### src/rtl/dma_rd_arbiter.sv
// ============================================================================
//  dma_rd_arbiter : round-robin arbiter feeding DMA read requests, with an
//                   in-order ID FIFO that routes completions back to owners.
//  Optional statistics pulses: define DMA_RD_ARBITER_STATS_EN.
//  Revision: 1.0
// ============================================================================
`default_nettype none

module dma_rd_arbiter #(
  parameter int N_REQ   = 4,
  parameter int MAX_OUT = 8,
  parameter int REQ_W   = 96
) (
  input  logic                         aclk,
  input  logic                         aresetn,
  input  logic [N_REQ-1:0]             s_req_valid,
  output logic [N_REQ-1:0]             s_req_ready,
  input  logic [N_REQ*REQ_W-1:0]       s_req_data,
  output logic                         m_req_valid,
  input  logic                         m_req_ready,
  output logic [REQ_W-1:0]             m_req_data,
  input  logic                         cmpl_valid,
  output logic [N_REQ-1:0]             s_cmpl_done,
  output logic [$clog2(MAX_OUT+1)-1:0] outstanding,
  output logic                         cmpl_err,
  output logic                         stat_req,
  output logic                         stat_done
);

  localparam int PW = $clog2(N_REQ);
  localparam int AW = $clog2(MAX_OUT);
  localparam int CW = $clog2(MAX_OUT+1);

  localparam logic [CW-1:0] MAX_CNT = CW'(MAX_OUT);

  localparam logic [1:0] S_IDLE  = 2'd0;
  localparam logic [1:0] S_ISSUE = 2'd1;
  localparam logic [1:0] S_STALL = 2'd2;

  logic [1:0]       state_q, state_d;
  logic [PW-1:0]    rr_ptr_q, rr_ptr_d;
  logic [PW-1:0]    gnt_q, gnt_d;
  logic [REQ_W-1:0] m_req_data_q, m_req_data_d;
  logic [CW-1:0]    outstanding_q, outstanding_d;
  logic [AW-1:0]    wr_ptr_q, wr_ptr_d;
  logic [AW-1:0]    rd_ptr_q, rd_ptr_d;
  logic [PW-1:0]    fifo_q [MAX_OUT];
  logic [PW-1:0]    fifo_d [MAX_OUT];
  logic [N_REQ-1:0] cmpl_done_q, cmpl_done_d;
  logic             cmpl_err_q, cmpl_err_d;
  logic             init_q;

  logic             grant_found;
  logic [PW-1:0]    grant_idx;
  logic [PW-1:0]    cand;
  logic             issue_hs;
  logic             cmpl_pop;

  // First valid requester at or above rr_ptr, wrapping around.
  always_comb begin
    grant_found = 1'b0;
    grant_idx   = '0;
    cand        = '0;
    for (int i = 0; i < N_REQ; i++) begin
      cand = PW'((int'(rr_ptr_q) + i) % N_REQ);
      if (!grant_found && s_req_valid[cand]) begin
        grant_found = 1'b1;
        grant_idx   = cand;
      end
    end
  end

  always_comb begin
    issue_hs = (state_q == S_ISSUE) && m_req_ready;
    cmpl_pop = cmpl_valid && (outstanding_q != '0);

    outstanding_d = outstanding_q;
    case ({issue_hs, cmpl_pop})
      2'b10:   outstanding_d = outstanding_q + 1'b1;
      2'b01:   outstanding_d = outstanding_q - 1'b1;
      default: outstanding_d = outstanding_q;
    endcase

    fifo_d = fifo_q;
    if (issue_hs) begin
      fifo_d[wr_ptr_q] = gnt_q;
    end
    wr_ptr_d = wr_ptr_q + AW'(issue_hs);
    rd_ptr_d = rd_ptr_q + AW'(cmpl_pop);

    cmpl_done_d = '0;
    if (cmpl_pop) begin
      cmpl_done_d[fifo_q[rd_ptr_q]] = 1'b1;
    end
    cmpl_err_d = cmpl_err_q | (cmpl_valid && (outstanding_q == '0));

    state_d      = state_q;
    rr_ptr_d     = rr_ptr_q;
    gnt_d        = gnt_q;
    m_req_data_d = m_req_data_q;
    s_req_ready  = '0;
    case (state_q)
      S_IDLE: begin
        // init_q holds off grants for the first cycle out of reset.
        if (init_q) begin
          if (outstanding_q == MAX_CNT) begin
            state_d = S_STALL;
          end else if (grant_found) begin
            s_req_ready[grant_idx] = 1'b1;
            m_req_data_d = s_req_data[int'(grant_idx)*REQ_W +: REQ_W];
            gnt_d        = grant_idx;
            state_d      = S_ISSUE;
          end
        end
      end
      S_ISSUE: begin
        if (issue_hs) begin
          rr_ptr_d = (gnt_q == PW'(N_REQ-1)) ? '0 : gnt_q + 1'b1;
          state_d  = (outstanding_d == MAX_CNT) ? S_STALL : S_IDLE;
        end
      end
      S_STALL: begin
        if (outstanding_q < MAX_CNT) begin
          state_d = S_IDLE;
        end
      end
      default: state_d = S_IDLE;
    endcase
  end

  always_ff @(posedge aclk or negedge aresetn) begin
    if (!aresetn) begin
      state_q       <= S_IDLE;
      rr_ptr_q      <= '0;
      gnt_q         <= '0;
      m_req_data_q  <= '0;
      outstanding_q <= '0;
      wr_ptr_q      <= '0;
      rd_ptr_q      <= '0;
      cmpl_done_q   <= '0;
      cmpl_err_q    <= 1'b0;
      init_q        <= 1'b0;
    end else begin
      state_q       <= state_d;
      rr_ptr_q      <= rr_ptr_d;
      gnt_q         <= gnt_d;
      m_req_data_q  <= m_req_data_d;
      outstanding_q <= outstanding_d;
      wr_ptr_q      <= wr_ptr_d;
      rd_ptr_q      <= rd_ptr_d;
      cmpl_done_q   <= cmpl_done_d;
      cmpl_err_q    <= cmpl_err_d;
      init_q        <= 1'b1;
    end
  end

  // ID storage needs no reset: emptiness is tracked by the pointers.
  always_ff @(posedge aclk) begin
    fifo_q <= fifo_d;
  end

  assign m_req_valid = (state_q == S_ISSUE);
  assign m_req_data  = m_req_data_q;
  assign outstanding = outstanding_q;
  assign s_cmpl_done = cmpl_done_q;
  assign cmpl_err    = cmpl_err_q;

`ifdef DMA_RD_ARBITER_STATS_EN
  logic stat_req_q;
  logic stat_done_q;

  always_ff @(posedge aclk or negedge aresetn) begin
    if (!aresetn) begin
      stat_req_q  <= 1'b0;
      stat_done_q <= 1'b0;
    end else begin
      stat_req_q  <= issue_hs;
      stat_done_q <= cmpl_pop;
    end
  end

  assign stat_req  = stat_req_q;
  assign stat_done = stat_done_q;
`else
  assign stat_req  = 1'b0;
  assign stat_done = 1'b0;
`endif

endmodule

`default_nettype wire
### config.mk
export PLATFORM = sky130hd
export DESIGN_NAME = dma_rd_arbiter
export DESIGN_NICKNAME = d
export VERILOG_FILES = /design/src/rtl/dma_rd_arbiter.sv
export SDC_FILE = /design/constraint.sdc
export NUM_CORES = 1
export LEC_CHECK = 0
export ABC_AREA = 1
export BUFFER_PORTS_ARGS = -buffer_cell sky130_fd_sc_hd__buf_2
export CORE_AREA = 2 2 203 205
export CTS_BUF_LIST = sky130_fd_sc_hd__clkbuf_16
export DETAILED_ROUTE_END_ITERATION = 16
export DIE_AREA = 0 0 205 207
export SLEW_MARGIN = 10
export SYNTH_ARGS = -nofsm -noshare
export SYNTH_HDL_FRONTEND = slang
export SYNTH_SLANG_ARGS = --single-unit
### constraint.sdc
create_clock -name aclk -period 3.25 [get_ports aclk]
set_clock_uncertainty 0.15 [all_clocks]
set_input_delay 0.65 -clock aclk [delete_from_list [all_inputs] [get_ports aclk]]
set_output_delay 0.65 -clock aclk [all_outputs]
set_load 0.005 [all_outputs]
# Word level (Yosys, flattened, before mapping)
# Index checks and enable logic that the tools add are counted.
# W data, S select, Z words.
classes:
  n_shift: 1
  bitwise: 4
  n_lt_le_gt_ge: 12
  mux: 40
  eq_ne: 11
  n_addsub: 8
  n_reduce_logical: 18
  n_mul: 1
ops:
  columns: ["op", "n"]
  rows:
  - ["$shiftx A384 B10 Y96", 1]
  - ["$mux W2", 14]
  - ["$mux W4", 5]
  - ["$lt A2 B3 Y1 const B", 6]
  - ["$bwmux W16", 1]
  - ["$mux W1", 10]
  - ["$logic_and A1 B1 Y1", 9]
  - ["$bmux W1 S2", 4]
  - ["$eq A4 B4 Y1 const B", 2]
  - ["$ge A4 B4 Y1 const B", 2]
  - ["$not A3 Y4", 2]
  - ["$pmux W4 S2", 1]
  - ["$reduce_and A4 Y1", 2]
  - ["$add A3 B1 Y3", 2]
  - ["$bmux W2 S3", 1]
  - ["$demux W2 S3", 1]
  - ["$eq A2 B2 Y1 const B", 3]
  - ["$pmux W2 S3", 1]
  - ["$add A2 B1 Y2 const B", 2]
  - ["$add A2 B2 Y2 const B", 2]
  - ["$add A4 B1 Y4 const B", 1]
  - ["$demux W1 S2", 2]
  - ["$eq A2 B1 Y1 const B", 2]
  - ["$ge A2 B1 Y1 const B", 2]
  - ["other kinds (14)", 17]
word_totals:
  reg_bits: 134
  elab_cells: 113

# Depth between registers and ports, before layout
logic_depth:
  word_depth: 20
  mapped_depth: 17
  mapped_depth_nobuf: 15

# Worst setup path before layout
# Ideal clock, no wire load.
synth_timing:
  path_kind: "input port to output port"
  from: "in s_req_valid[3]"
  to: "out s_req_ready[0]"
  cell_stages: 11
  slack_ns: 0.538
  path_buffers: 2
  required_time_ns: 2.450
  arrival_ns: 1.912
  path_cell_list: "inv_1 -> nand2_1 -> nand3_1 -> nand2_2 -> nor2_4 -> nand3_2 -> nand3_2 -> buf_4 -> buf_4 -> inv_1 -> nor3_1"
synth_between:
  elab_chain_cells: 20
  word_cells_on_any_way: 31
synth_rtl:
  columns: ["item", "line_no", "text"]
  rows:
  - ["start: declaration", "16", "input logic [N_REQ-1:0] s_req_valid,"]
  - ["$bmux W1 S2", "66", "if (!grant_found && s_req_valid[cand]) begin"]
  - ["$mux W1 (not written as such)", "66", null]
  - ["$mux W1", "66", null]
  - ["$logic_not A1 Y1", "66", null]
  - ["$logic_and A1 B1 Y1", "66", null]
  - ["$mux W1", "66", null]
  - ["$logic_not A1 Y1", "66", null]
  - ["$logic_and A1 B1 Y1", "66", null]
  - ["[4 not listed]", null, null]
  - ["$lt A2 B3 Y1 (not written as such) or $ge A2 B1 Y1 (tied branches)", "109", "s_req_ready[grant_idx] = 1'b1;"]
  - ["$logic_and A1 B1 Y1 (not written as such)", "109", null]
  - ["$mux W1 (not written as such)", "109", null]
  - ["$demux W1 S2", "109", null]
  - ["$mux W4 *", "108", "end else if (grant_found) begin"]
  - ["$mux W4 *", "106", "if (outstanding_q == MAX_CNT) begin"]
  - ["$mux W4 *", "105", "if (init_q) begin"]
  - ["$mux W4 *", "102", "case (state_q)"]
  - ["end: declaration", "17", "output logic [N_REQ-1:0] s_req_ready,"]
# Every way passes the cells marked *; elsewhere a longest branch is shown, timed or not. The select of a mux whose other input is x is not followed.

# Worst setup path in the final report
layout_timing:
  from: "reg rr_ptr_q[0]"
  to: "out s_req_ready[0]"
layout_between:
  elab_chain_cells: 20
  word_cells_on_any_way: 34
layout_rtl:
  columns: ["item", "line_no", "text"]
  rows:
  - ["start: declaration", "41", "logic [PW-1:0] rr_ptr_q, rr_ptr_d;"]
  - ["start signal: assignment", "145", "rr_ptr_q <= rr_ptr_d;"]
  - ["branches (longest 16 deep; another with $lt A2 B3 Y1)", null, null]
  - ["$mux W4 *", "108", null]
  - ["$mux W4 *", "106", null]
  - ["$mux W4 *", "105", null]
  - ["$mux W4 *", "102", null]
# Every way passes the cells marked *. The select of a mux whose other input is x is not followed.

==> flow_summary_export.csv <==
group,metric,value,unit
power_and_ir_drop,peakVddDrop,0.00141,V
cts,cts.sinks,134,
cts,cts_root_buf,"clkbuf_16",
cts,clk_latency,0.45,ns
die,start_util,24.5,%
setup_path,critPathMaxStageDelay,0.47,ns
logic_synthesis,ys_ff_latch,134,
finish,nets,2439,
global_route,grt_max_degree,107,
outcome,status,"finished, final reports clean",
power_and_ir_drop,p_leak,8.06,nW
setup_path,end_kind,"output pin",
global_route,antenna_found_initial,30,
logic_synthesis,yosysWarnings,0,
drt,drc,0,
logic_synthesis,syn-cell-area,9910,um^2
timing,period_needed,3.10,ns
finish,areaGrowthSynthToFinish,35.7,%
setup_path,cp_slowest_cell,"dfrtp_2",
setup_path,critPathBufInv,5,
timing,fmax,0.322,GHz
placed_design,dp.cells,2548,
setup_path,critical_path_required,2.45,ns
die,placementRows,74,
die,die_h,207,um
setup_path,critPathArrivalTime,2.30,ns
setup_path,path_delay_family,"simple AND/OR/NAND/NOR gates",
cts,clock_path_buffers,2,
timing,finalCritPeriodShare,95.5,%
hold_path,min_path_type,"flop to flop",
timing,finalHoldViolations,0,
die,die_area,42400,um^2
drt,drt-initial-drc-count,857,
die,pin_count,504,
setup_path,cp_max_fo,6,
drt,num_vias,12400,
drt,firstDrtPassIters,7,
flow_run,maxCapViolations,0,
drt,antenna_left,0,
cts,cts_tree,"yes",
drt,drt-vias-per-instance,4.77,
logic_synthesis,syn_inst,1623,
placed_design,dp_hpwl,32300,um
setup_path,path_class,"flop to output pin",
global_route,grt_pass1_wl,65100,um
finish,stdcell_count,2602,
timing,rsz0062_at_grt,"true",
global_route,grt_overflow,0,
timing,relSlewSlack,54.7,%
setup_path,path_cells,"buf_4, nand2_1, nand2_1, o21ai_2, buf_4, inv_2, nand3_2, nand4_1, nand2_4, inv_4, nor3_1, buf_2",
die,core,40400,um^2
setup_path,startpoint_type,"flop",
global_route,grt_pass1_vias,11600,
power_and_ir_drop,pwr_density_cell,1290,nW/um^2
timing,report.final.slew_viol_count,0,
logic_synthesis,ys_types,31,
timing,tns,0,ns
placed_design,routabilityCongestion,0.908,
drt,wire_per_inst,16.8,um
logic_synthesis,syn_avg_cell_area,6.10,um^2
timing,tightest_slew,0.680,ns
cts,path_clk_slew,0.06,ns
logic_synthesis,seq_area_frac_synth,34.7,%
timing,setup_viol,0,
drt,wl,43600,um
cts,htreeDepth,4,
cts,cts_made_buffers,17,
die,die_w,205,um
global_route,grt_usage,19.9,%
placed_design,port-buffer-count,501,
finish,drive_gt1_share,28.1,%
-- state kept, by name, summed over array words and instances, names as in the netlist --
register / cells
cmpl_err: 1
fifo_q: 16
gnt_q: 2
init_q: 1
m_req_data: 96
outstanding: 4
rd_ptr_q: 3
rr_ptr_q: 2
s_cmpl_done: 4
state_q: 2
wr_ptr_q: 3
-- cells by family after synthesis --
| kind of cell | count (synthesis) | synth area share, % |
|---|---|---|
| AND/OR/NAND/NOR | 1284 | 54.2 |
| buffers and inverters | 166 | 8.45 |
| flip-flops | 134 | 34.7 |
| AO/OA/AOI/OAI | 27 | 1.49 |
| adder cells (fa/ha/maj) | 6 | 0.758 |
| XOR/XNOR | 4 | 0.354 |
| other | 2 | 0.0758 |
-- timing repair --
item / CTS / global route
pin swaps: 0 / 4
endpoints found under the hold margin: 6 / 0
setup endpoints to repair: 4 / 4
gates resized for setup: 1 / 4
buffers inserted: 0 / 5
hold buffers: 1 / 0
-- per-layer routing --
metal	global-route usage (%)	vias to the layer above	part of all wire, %
li1	-	6072	-
met1	22.8	5640	40
met2	32.7	551	46
met3	6.47	112	8.8
met4	10.9	28	4.7
met5	0	-	0.42
-- cells in the final DEF (no fill, tap or decap), types with 2 or more instances in the layout --
cell type | synthesis | routed
dfrtp_1 | 118 | 117
nand2_2 | 2 | 2
nand4_1 | 197 | 197
inv_4 | 0 | 3
xor2_1 | 3 | 3
inv_6 | 0 | 3
nor2_1 | 30 | 30
edfxtp_1 | 16 | 16
clkinv_2 | 0 | 2
buf_12 | 0 | 9
or2_2 | 2 | 2
nand3_1 | 17 | 14
a21oi_1 | 2 | 2
conb_1 | 2 | 3
clkinv_4 | 0 | 5
o21ai_0 | 16 | 16
nand3_4 | 0 | 4
inv_2 | 6 | 3
nor3_1 | 2 | 2
buf_4 | 15 | 16
nand2_4 | 0 | 2
buf_2 | 78 | 500
clkbuf_16 | 0 | 17
inv_1 | 31 | 32
ha_1 | 6 | 6
diode_2 | 0 | 16
o22ai_1 | 4 | 4
nand2_1 | 1029 | 1027
bufinv_16 | 0 | 4
-- report_power, final --
part           total (W)  switching [W]  leakage, nW  internal, W
Sequential       0.00289       0.000463         1.63      0.00243
Combinational     0.0123        0.00840         6.12      0.00390
Clock            0.00213       0.000840        0.313      0.00129
-- worst paths after layout --
kind	from	end	slack [ns]	cells past startpoint
worst max-delay path	rr_ptr_q[0]	s_req_ready[0]	0.15	12
worst min-delay path	cmpl_err	cmpl_err	0.32	1
worst max register to register	rr_ptr_q[0]	m_req_data[8]	0.50	15
worst min register to register	cmpl_err	cmpl_err	0.32	1
max in group asynchronous	aresetn	m_req_data[35]	1.61	3
min in group asynchronous	aresetn	s_cmpl_done[0]	0.60	2
-- synthesized netlist by cell type, drive strengths merged --
cell type  number  area [um^2]
edfxtp         16          480
buf           111          631
xor2            3         26.3
or2             2         12.5
clkbuf         18         67.6
inv            37          139
a31oi           1         6.26
nand4         197         1230
nand3b          1         7.51
o22ai           4         25.0
ha              6         75.1
a21oi           2         10.0
xnor2           1         8.76
o31ai           1         7.51
conb            2         7.51
and2            1         6.26
nand2        1031         3870
nor3            2         10.0
dfrtp         118         2950
nor2           31          124
nand3          19          105
o21ai          18         90.1
a31o            1         8.76
-- stage by stage --
step / power [W] / instance area (um^2) / hold WS [ns] / util (%) / setup WS, ns
floorplan: 0.0118 / 9910 / 0.204 / - / 0.538
global placement: 0.0149 / 12700 / 0.299 / 31.5 / 0.434
detailed placement: 0.0151 / 12700 / 0.310 / 31.5 / 0.390
CTS: 0.0174 / 13400 / 0.306 / 33.1 / 0.0269
global route: 0.0192 / 13400 / 0.334 / 33.3 / -0.0641
finish: 0.0173 / 13400 / 0.319 / 33.3 / 0.147
-- layout make-up --
cell class                 count  area, um^2
multi-input combinational   1324        5710
tap                          532         666
clock inverter                15         204
sequential                   134        3430
inverter                      37         146
clock buffer                  17         425
timing repair buffer         527        2820
antenna                       16        40.0
fill                        4478       26900
Note: power is estimated with default switching activity, not from simulation.
